**src/rtl/loader_pkg.sv**
```systemverilog
// Shared types and constants for the instruction memory loader.
// Imported by the loader interface and the loader itself.
package loader_pkg;

  localparam int LOADER_DEPTH  = 32;
  localparam int LOADER_ADDR_W = 5;

  typedef enum logic [2:0] {
    ST_IDLE,
    ST_COUNT,
    ST_HI,
    ST_LO,
    ST_WRITE,
    ST_CHECK,
    ST_DONE,
    ST_ERR
  } loader_state_t;

endpackage

```
**src/rtl/program_loader_if.sv**
```systemverilog
// Byte-stream input and instruction memory write port of the loader.
// master = host/memory side, slave = loader side.
interface program_loader_if
  import loader_pkg::*;
#(
  parameter int ADDR_W = LOADER_ADDR_W
);

  logic              in_valid;
  logic [7:0]        in_data;
  logic              in_ready;
  logic              wr_en;
  logic [ADDR_W-1:0] wr_addr;
  logic [15:0]       wr_data;

  modport master (
    output in_valid,
    output in_data,
    input  in_ready,
    input  wr_en,
    input  wr_addr,
    input  wr_data
  );

  modport slave (
    input  in_valid,
    input  in_data,
    output in_ready,
    output wr_en,
    output wr_addr,
    output wr_data
  );

endinterface

```
**src/rtl/program_loader.sv**
```systemverilog
// Instruction memory writer: assembles 16-bit words from a byte
// stream, checks an XOR checksum and gates the cpu hold.
module program_loader
  import loader_pkg::*;
#(
  parameter int DEPTH  = LOADER_DEPTH,
  parameter int ADDR_W = LOADER_ADDR_W
) (
  input  logic              clk,
  input  logic              rst,
  input  logic              start,
  program_loader_if.slave   bus,
  output logic              cpu_hold,
  output logic              done,
  output logic              error
);

  localparam int CNT_W = $clog2(DEPTH + 1);

  loader_state_t    state_q;
  logic [CNT_W-1:0] n_q;
  logic [CNT_W-1:0] cnt_q;
  logic [CNT_W-1:0] cnt_nxt;
  logic [7:0]       csum_q;
  logic [7:0]       hi_q;
  logic             acc;

  assign acc     = bus.in_valid && bus.in_ready;
  assign cnt_nxt = cnt_q + CNT_W'(1);

  // Loader FSM with all outputs registered alongside the state.
  always_ff @(posedge clk) begin
    if (rst) begin
      state_q      <= ST_IDLE;
      n_q          <= '0;
      cnt_q        <= '0;
      csum_q       <= '0;
      hi_q         <= '0;
      bus.in_ready <= 1'b0;
      bus.wr_en    <= 1'b0;
      bus.wr_addr  <= '0;
      bus.wr_data  <= '0;
      cpu_hold     <= 1'b1;
      done         <= 1'b0;
      error        <= 1'b0;
    end else begin
      bus.wr_en <= 1'b0;
      unique case (state_q)
        ST_IDLE, ST_DONE, ST_ERR: begin
          if (start) begin
            state_q      <= ST_COUNT;
            cnt_q        <= '0;
            csum_q       <= '0;
            bus.wr_addr  <= '0;
            bus.in_ready <= 1'b1;
            cpu_hold     <= 1'b1;
            done         <= 1'b0;
            error        <= 1'b0;
          end
        end
        ST_COUNT: begin
          if (acc) begin
            if (bus.in_data == 8'd0 ||
                bus.in_data > 8'(DEPTH)) begin
              state_q      <= ST_ERR;
              bus.in_ready <= 1'b0;
              error        <= 1'b1;
            end else begin
              n_q     <= bus.in_data[CNT_W-1:0];
              state_q <= ST_HI;
            end
          end
        end
        ST_HI: begin
          if (acc) begin
            hi_q    <= bus.in_data;
            csum_q  <= csum_q ^ bus.in_data;
            state_q <= ST_LO;
          end
        end
        ST_LO: begin
          if (acc) begin
            bus.wr_data  <= {hi_q, bus.in_data};
            csum_q       <= csum_q ^ bus.in_data;
            bus.wr_en    <= 1'b1;
            bus.in_ready <= 1'b0;
            state_q      <= ST_WRITE;
          end
        end
        ST_WRITE: begin
          bus.wr_addr  <= bus.wr_addr + ADDR_W'(1);
          cnt_q        <= cnt_nxt;
          bus.in_ready <= 1'b1;
          if (cnt_nxt == n_q) state_q <= ST_CHECK;
          else                state_q <= ST_HI;
        end
        ST_CHECK: begin
          if (acc) begin
            bus.in_ready <= 1'b0;
            if (bus.in_data == csum_q) begin
              state_q  <= ST_DONE;
              done     <= 1'b1;
              cpu_hold <= 1'b0;
            end else begin
              state_q <= ST_ERR;
              error   <= 1'b1;
            end
          end
        end
        default: state_q <= ST_IDLE;
      endcase
    end
  end

endmodule

```
**src/flat_wrapper.sv**
```systemverilog
// flat-port wrapper written by rule: the top's interface ports become plain ports
module program_loader_flat import loader_pkg::*;
#(
  parameter int DEPTH  = LOADER_DEPTH,
  parameter int ADDR_W = LOADER_ADDR_W
)
  (clk, rst, start, cpu_hold, done, error, bus_in_valid, bus_in_data, bus_in_ready, bus_wr_en, bus_wr_addr, bus_wr_data);
  program_loader_if #(.ADDR_W(ADDR_W)) bus_i ();
  input  logic clk;
  input  logic rst;
  input  logic start;
  output logic cpu_hold;
  output logic done;
  output logic error;
  input wire logic [$bits(bus_i.in_valid)-1:0] bus_in_valid;
  input wire logic [$bits(bus_i.in_data)-1:0] bus_in_data;
  output wire logic [$bits(bus_i.in_ready)-1:0] bus_in_ready;
  output wire logic [$bits(bus_i.wr_en)-1:0] bus_wr_en;
  output wire logic [$bits(bus_i.wr_addr)-1:0] bus_wr_addr;
  output wire logic [$bits(bus_i.wr_data)-1:0] bus_wr_data;
  assign bus_i.in_valid = bus_in_valid;
  assign bus_i.in_data = bus_in_data;
  assign bus_in_ready = bus_i.in_ready;
  assign bus_wr_en = bus_i.wr_en;
  assign bus_wr_addr = bus_i.wr_addr;
  assign bus_wr_data = bus_i.wr_data;
  program_loader #(.DEPTH(DEPTH), .ADDR_W(ADDR_W)) u_core (.clk(clk), .rst(rst), .start(start), .bus(bus_i), .cpu_hold(cpu_hold), .done(done), .error(error));
endmodule
```
**config.mk**
```make
export PLATFORM = sky130hd
export DESIGN_NAME = program_loader_flat
export DESIGN_NICKNAME = d
export VERILOG_FILES = /design/src/rtl/loader_pkg.sv /design/src/rtl/program_loader_if.sv /design/src/rtl/program_loader.sv /design/src/flat_wrapper.sv
export SDC_FILE = /design/constraint.sdc
export NUM_CORES = 1
export LEC_CHECK = 0
export CAP_MARGIN = 25
export CORE_MARGIN = 1
export CORE_UTILIZATION = 45
export CTS_CLUSTER_DIAMETER = 150
export DETAILED_ROUTE_END_ITERATION = 12
export GPL_ROUTABILITY_DRIVEN = 0
export PLACE_DENSITY = 0.68
export SLEW_MARGIN = 20
export SYNTH_ARGS = -nofsm -noshare
export SYNTH_HDL_FRONTEND = slang
export SYNTH_SLANG_ARGS = --single-unit
```
**constraint.sdc**
```tcl
create_clock -name clk -period 5.9 [get_ports clk]
set_input_delay 1.18 -clock clk [delete_from_list [all_inputs] [get_ports clk]]
set_output_delay 1.18 -clock clk [all_outputs]
set_load 0.1 [all_outputs]
```
; After elaboration in Yosys (flattened, before gate mapping)
; Index checks and enable logic that the tools add are counted.
[classes]
n_reduce_logical = 22
muxes = 34
shift = 0
eq_ne = 19
n_addsub = 2
multipliers = 0
order_cmp = 1
div = 0
n_bitwise = 3
[op_table]
columns = op, count
row1 = 3-bit two-way mux, 7
row2 = 3-bit one-hot mux with 6 select lines, 1
row3 = 8-bit two-way mux, 2
row4 = 2-bit by 1-bit inequality test with 1-bit output (second input constant), 8
row5 = 8-bit one-hot mux with 2 select lines, 1
row6 = 1-bit two-way mux, 15
row7 = 3-bit == test (second input constant), 4
row8 = 6-bit one-hot mux with 2 select lines, 1
row9 = 5-bit one-hot mux with 2 select lines, 1
row10 = 5-bit AND reduction, 2
row11 = 8-bit == test, 1
row12 = 8-bit by 6-bit > comparator with 1-bit output (second input constant), 1
row13 = 8-bit zero test, 1
row14 = 8-bit XOR, 1
row15 = 6-bit by 1-bit adder with 6-bit output (second input constant), 1
row16 = 3-bit by 2-bit == test with 1-bit output (second input constant), 2
row17 = 6-bit == test, 1
row18 = 6-bit two-way mux, 1
row19 = 2-bit AND reduction, 3
row20 = 3-bit AND reduction, 2
row21 = 6-bit AND reduction, 1
row22 = 2-bit nonzero test, 3
row23 = 2-bit OR reduction, 3
row24 = 5-bit by 1-bit adder with 5-bit output (second input constant), 1
row25 = other kinds (14), 17
[word_totals]
latchBits = 0
mem_count = 0
ff_bits = 57
output_inout_bits = 26
mem_bits_rw = 0
romBits = 0

; Longest topological paths before layout
[logic_depth]
word_depth = 5
mapped_depth = 7

; Worst setup path after synthesis
; OpenSTA, ideal clock, no wires.
[synth_path]
path_type = in2reg
startpoint = in bus_in_data[2]
endpoint = reg u_core.n_q[0]
n_path_buf = 1
t_arrival_ps = 2577
path_slack_ps = 3196
t_required_ps = 5772
setup_ps = 128
path_stages = 6
cell_sequence = buf_6 -> or4_4 -> nand4bb_4 -> a21oi_4 -> mux2i_1 -> nor2_1
[synth_via]
elab_chain_cells = 4
[synth_rtl]
columns = element, line
row1 = "start, declared", flat_wrapper.sv:16  ; input wire logic [$bits(bus_i.in_data)-1:0] bus_in_data;
row2 = 8-bit by 6-bit > comparator with 1-bit output / 8-bit zero test (equally long branches), "program_loader.sv:64, program_loader.sv:63"
row3 = 1-bit logical OR (*), program_loader.sv:63  ; if (bus.in_data == 8'd0 ||
row4 = 1-bit NOT (no source line) (*), --
row5 = 3-bit AND reduction (no source line) (*), --
row6 = "end signal, assigned", program_loader.sv:69  ; n_q <= bus.in_data[CNT_W-1:0];
row7 = "end, declared", program_loader.sv:21  ; logic [CNT_W-1:0] n_q;
; Every way passes the cells marked *; elsewhere a longest branch is shown, timed or not.
; A chain may end at the register's enable or synchronous reset.

; Final worst setup path
[layout_path]
startpoint = reg u_core.bus.wr_addr[2]
endpoint = out bus_wr_addr[2]
[layout_rtl]
columns = element, line
row1 = "start, declared", program_loader_if.sv:30  ; output wr_addr,
row2 = "start signal, assigned", program_loader.sv:91  ; bus.wr_addr <= bus.wr_addr + ADDR_W'(1);
row3 = "end, declared", flat_wrapper.sv:19  ; output wire logic [$bits(bus_i.wr_addr)-1:0] bus_wr_addr;
; No word-level cell between the ends.

==> metrics.cfg <==
[outcome]
run_status=complete, no violations

[timing]
max_slew.worst_pin.slew_ns=0.980
setup_total_negative_slack_ns=0
post-route-min-period_ns=3.08
rsz0062_at_grt=false
fmax_mhz=325
post-route-period-util_pct=52.2
setup_clock_skew_after_layout_ns=0.0104
max_slew_margin_pct=34.4
finalHoldWorstSlack_ns=0.456
finalSetupViolCount=0
drv_slew=0
fin_hold_viols=0

[cells_and_area]
areaGrowthSynthToFinish_pct=22.3
drive_gt1_share_pct=6.10
filler_cell_count=544
antennaDiodeCount=0
layout.nets=386
post-route-util_pct=58.6
combined_area_of_the_multi_input_logic_cells_sq_mm=0.00148
combined_flip_flop_and_latch_cell_area_sq_mm=0.00114

[drt]
via_count=2479
routed_wire_length_per_instance_um=14.4
post_drt_via_cell_ratio=5.52
detail_route.drc_violations=0
total_iterations_of_the_first_detailed_routing_run=5
detailedRoute.firstIterationViolations=176
totalWireLength_mm=6.46
drtAntennaViolNets=0

[setup_path]
critical_path.slowest_cell=clkdlybuf4s50_1
cp-end-kind=output port
cp.arrival_ns=1.90
cpPeakStageDelay_ns=1.16
crit_chain=clkdlybuf4s50_1
critical_path_buf_inv_count=1
critPathMaxFanout=5
worst_setup_path_start_kind=flop
worstSetupPathType=flop to output port
cp_data_required_time_ns=4.72
path_delay_family=buffers and inverters

[clock_tree]
cts_resized=0
cts_num_sinks=57
worst_skew_pair.late_latency_ns=0.34
htree_num_levels=3
worst_setup_hold_path_clk_slew_ns=0.07
cts_setup_buffers=0
cts_made_buffers=9
clk_root_buffer_cell=clkbuf_8
hold_buffers=0
cts_max_path_buffers=2
cts_tree=done

[global_route]
vias_in_the_first_global_route=2242
grt_pass1_wl_mm=10.6
grt_start_max_net_pins=61
grtUsageTotal_pct=22.0
globalRouteOverflowTotal=0
antenna_found_initial=0

[min_path]
timing.hold.worst.class=flop to flop

[power]
p_seq_share_pct=44.5
power.ir.vdd_worst_uv=148
sw_frac_of_total_pct=28.7
p_comb_share_pct=14.9
p_clk_share_pct=40.6
leakagePower_uw=0.00115
power.density_cell_area_mw_per_mm2=277
power_switching_uw=265
intPower_uw=656

[synthesis]
synth_enable_flop_cells=0
synth_seq_area_share_pct=42.0
post_synth_instance_area_sq_mm=0.00272
syn-mean-instance-area_sq_um=7.95
yosys_warnings=0
postSynthRegisterBits=57
synthCells=342
async_flop_share_pct=0
syn-num-nets=356
synth_top_flop_cell=dfxtp_1
synthDistinctLibCells=43

[floorplanning]
io-pin-count=38
die_height_um=79.7
core.rowCount=27
floorplan.initialDensity_pct=47.9
floorplan.die_area_sq_mm=0.00635
fp.dieW_um=79.7
area_of_the_placeable_core_sq_mm=0.00568

[placed_design]
port-buffer-count=37
hpwl_mm=4.14

[flow_run]
maxCapViolCount=0

[cell type report]
class | instances | share of cell area [%]
Tap cell | 72 | 2.71
Multi-Input combinational cell | 262 | 44.5
Timing Repair Buffer | 40 | 12.0
Inverter | 2 | 0.226
Clock buffer | 12 | 4.67
Sequential cell | 57 | 34.3
Clock inverter | 4 | 1.54
[registers in the layout, indices dropped and copies added (netlist names), 3 cells and up]
register,count
u_core.cnt_q,6
u_core.state_q,3
u_core.bus.wr_data,16
u_core.csum_q,8
u_core.n_q,6
u_core.hi_q,8
u_core.bus.wr_addr,5
[synthesized netlist by cell type (3+ instances only)]
| library cell | count | area, sq um |
|---|---|---|
| or3_1 | 5 | 31.3 |
| and3_1 | 3 | 18.8 |
| xor2_1 | 10 | 87.6 |
| mux2i_1 | 6 | 60.1 |
| nor2_1 | 38 | 143 |
| clkbuf_1 | 18 | 67.6 |
| nand3b_1 | 11 | 82.6 |
| nor2b_1 | 3 | 18.8 |
| nand2b_1 | 7 | 43.8 |
| nand2_1 | 51 | 191 |
| a21oi_1 | 47 | 235 |
| nor3b_1 | 3 | 22.5 |
| a21o_1 | 4 | 30.0 |
| nand3_1 | 19 | 95.1 |
| dfxtp_1 | 57 | 1140 |
| o21ai_1 | 14 | 70.1 |
| o21ai_0 | 7 | 35.0 |
| xnor2_1 | 6 | 52.6 |
[cells in the final DEF, fill, tap and decap left out, drive strengths merged, types with 2 or more instances in the layout]
cell / instances
dfxtp: 57
nand2: 51
a21oi: 48
nor2: 38
clkdlybuf4s50: 36
o21ai: 21
nand3: 19
clkbuf: 12
nand3b: 11
xor2: 10
nand2b: 7
mux2i: 6
xnor2: 6
or3: 5
a21o: 4
buf: 4
nor3b: 3
and3: 3
nor2b: 3
a22oi: 2
o311ai: 2
nor3: 2
o211ai: 2
nand4b: 2
a2bb2oi: 2
ha: 2
inv: 2
clkinv: 2
[power by group through the flow]
stage               Combinational [uW]  Sequential, uW  Clock, uW
global route                       151             412        404
CTS                                135             409        384
global placement                   133             417          0
floorplan                         92.0             424          0
detailed placement                 134             417          0
finish                             137             409        374
[stage by stage]
| stage | worst slack (ns) | cell area (sq um) | cells | total power, uW |
|---|---|---|---|---|
| after floorplan | 3.20 | 2720 | 342 | 516 |
| after global placement | 2.57 | 3080 | 430 | 550 |
| after detailed placement | 2.50 | 3090 | 431 | 552 |
| after CTS | 2.79 | 3300 | 447 | 929 |
| after global routing | 2.75 | 3320 | 449 | 967 |
| final | 2.82 | 3320 | 449 | 921 |
[cells by family (layout without fill, tap and decap cells)]
group / after synthesis / count (layout) / synth area share, %
AND/OR/NAND/NOR: 149 / 149 / 27.0
AO/OA/AOI/OAI: 89 / 89 / 19.2
flip-flops: 57 / 57 / 42.0
buffers and inverters: 23 / 58 / 3.54
XOR/XNOR: 16 / 16 / 5.16
multiplexers: 6 / 6 / 2.21
adder cells (fa/ha/maj): 2 / 2 / 0.921
[path summary, 6_finish.rpt]
check	to	startpoint	cells after the start	slack [ns]
hold / removal	u_core.bus.wr_data[10]$_SDFFE_PP0P_	u_core.bus.wr_data[10]$_SDFFE_PP0P_	2	0.46
setup / recovery	bus_wr_addr[2]	u_core.bus.wr_addr[2]$_SDFFE_PP0P_	1	2.82
hold reg to reg	u_core.bus.wr_data[10]$_SDFFE_PP0P_	u_core.bus.wr_data[10]$_SDFFE_PP0P_	2	0.46
setup reg to reg	u_core.bus.wr_data[1]$_SDFFE_PP0P_	u_core.state_q[0]$_SDFFE_PP0P_	5	3.83
[worst reg2reg max path, delay by kind of cell (launching register included)]
family | cells | cell delay (ns)
DFF | 1 | 0.61
buffers and inverters | 1 | 0.17
AOI/OAI and AO/OA | 1 | 0.09
and+or+nand+nor | 3 | 1.08
[per-layer routing]
layer,share of wire (%),global-route usage (%),vias to the layer above
li1,-,-,1254
met1,49,28.0,1156
met2,45,34.4,63
met3,4.8,7.31,6
met4,0.98,7.82,0
met5,0,0,-
No activity file was read; power rests on OpenSTA's default activity.
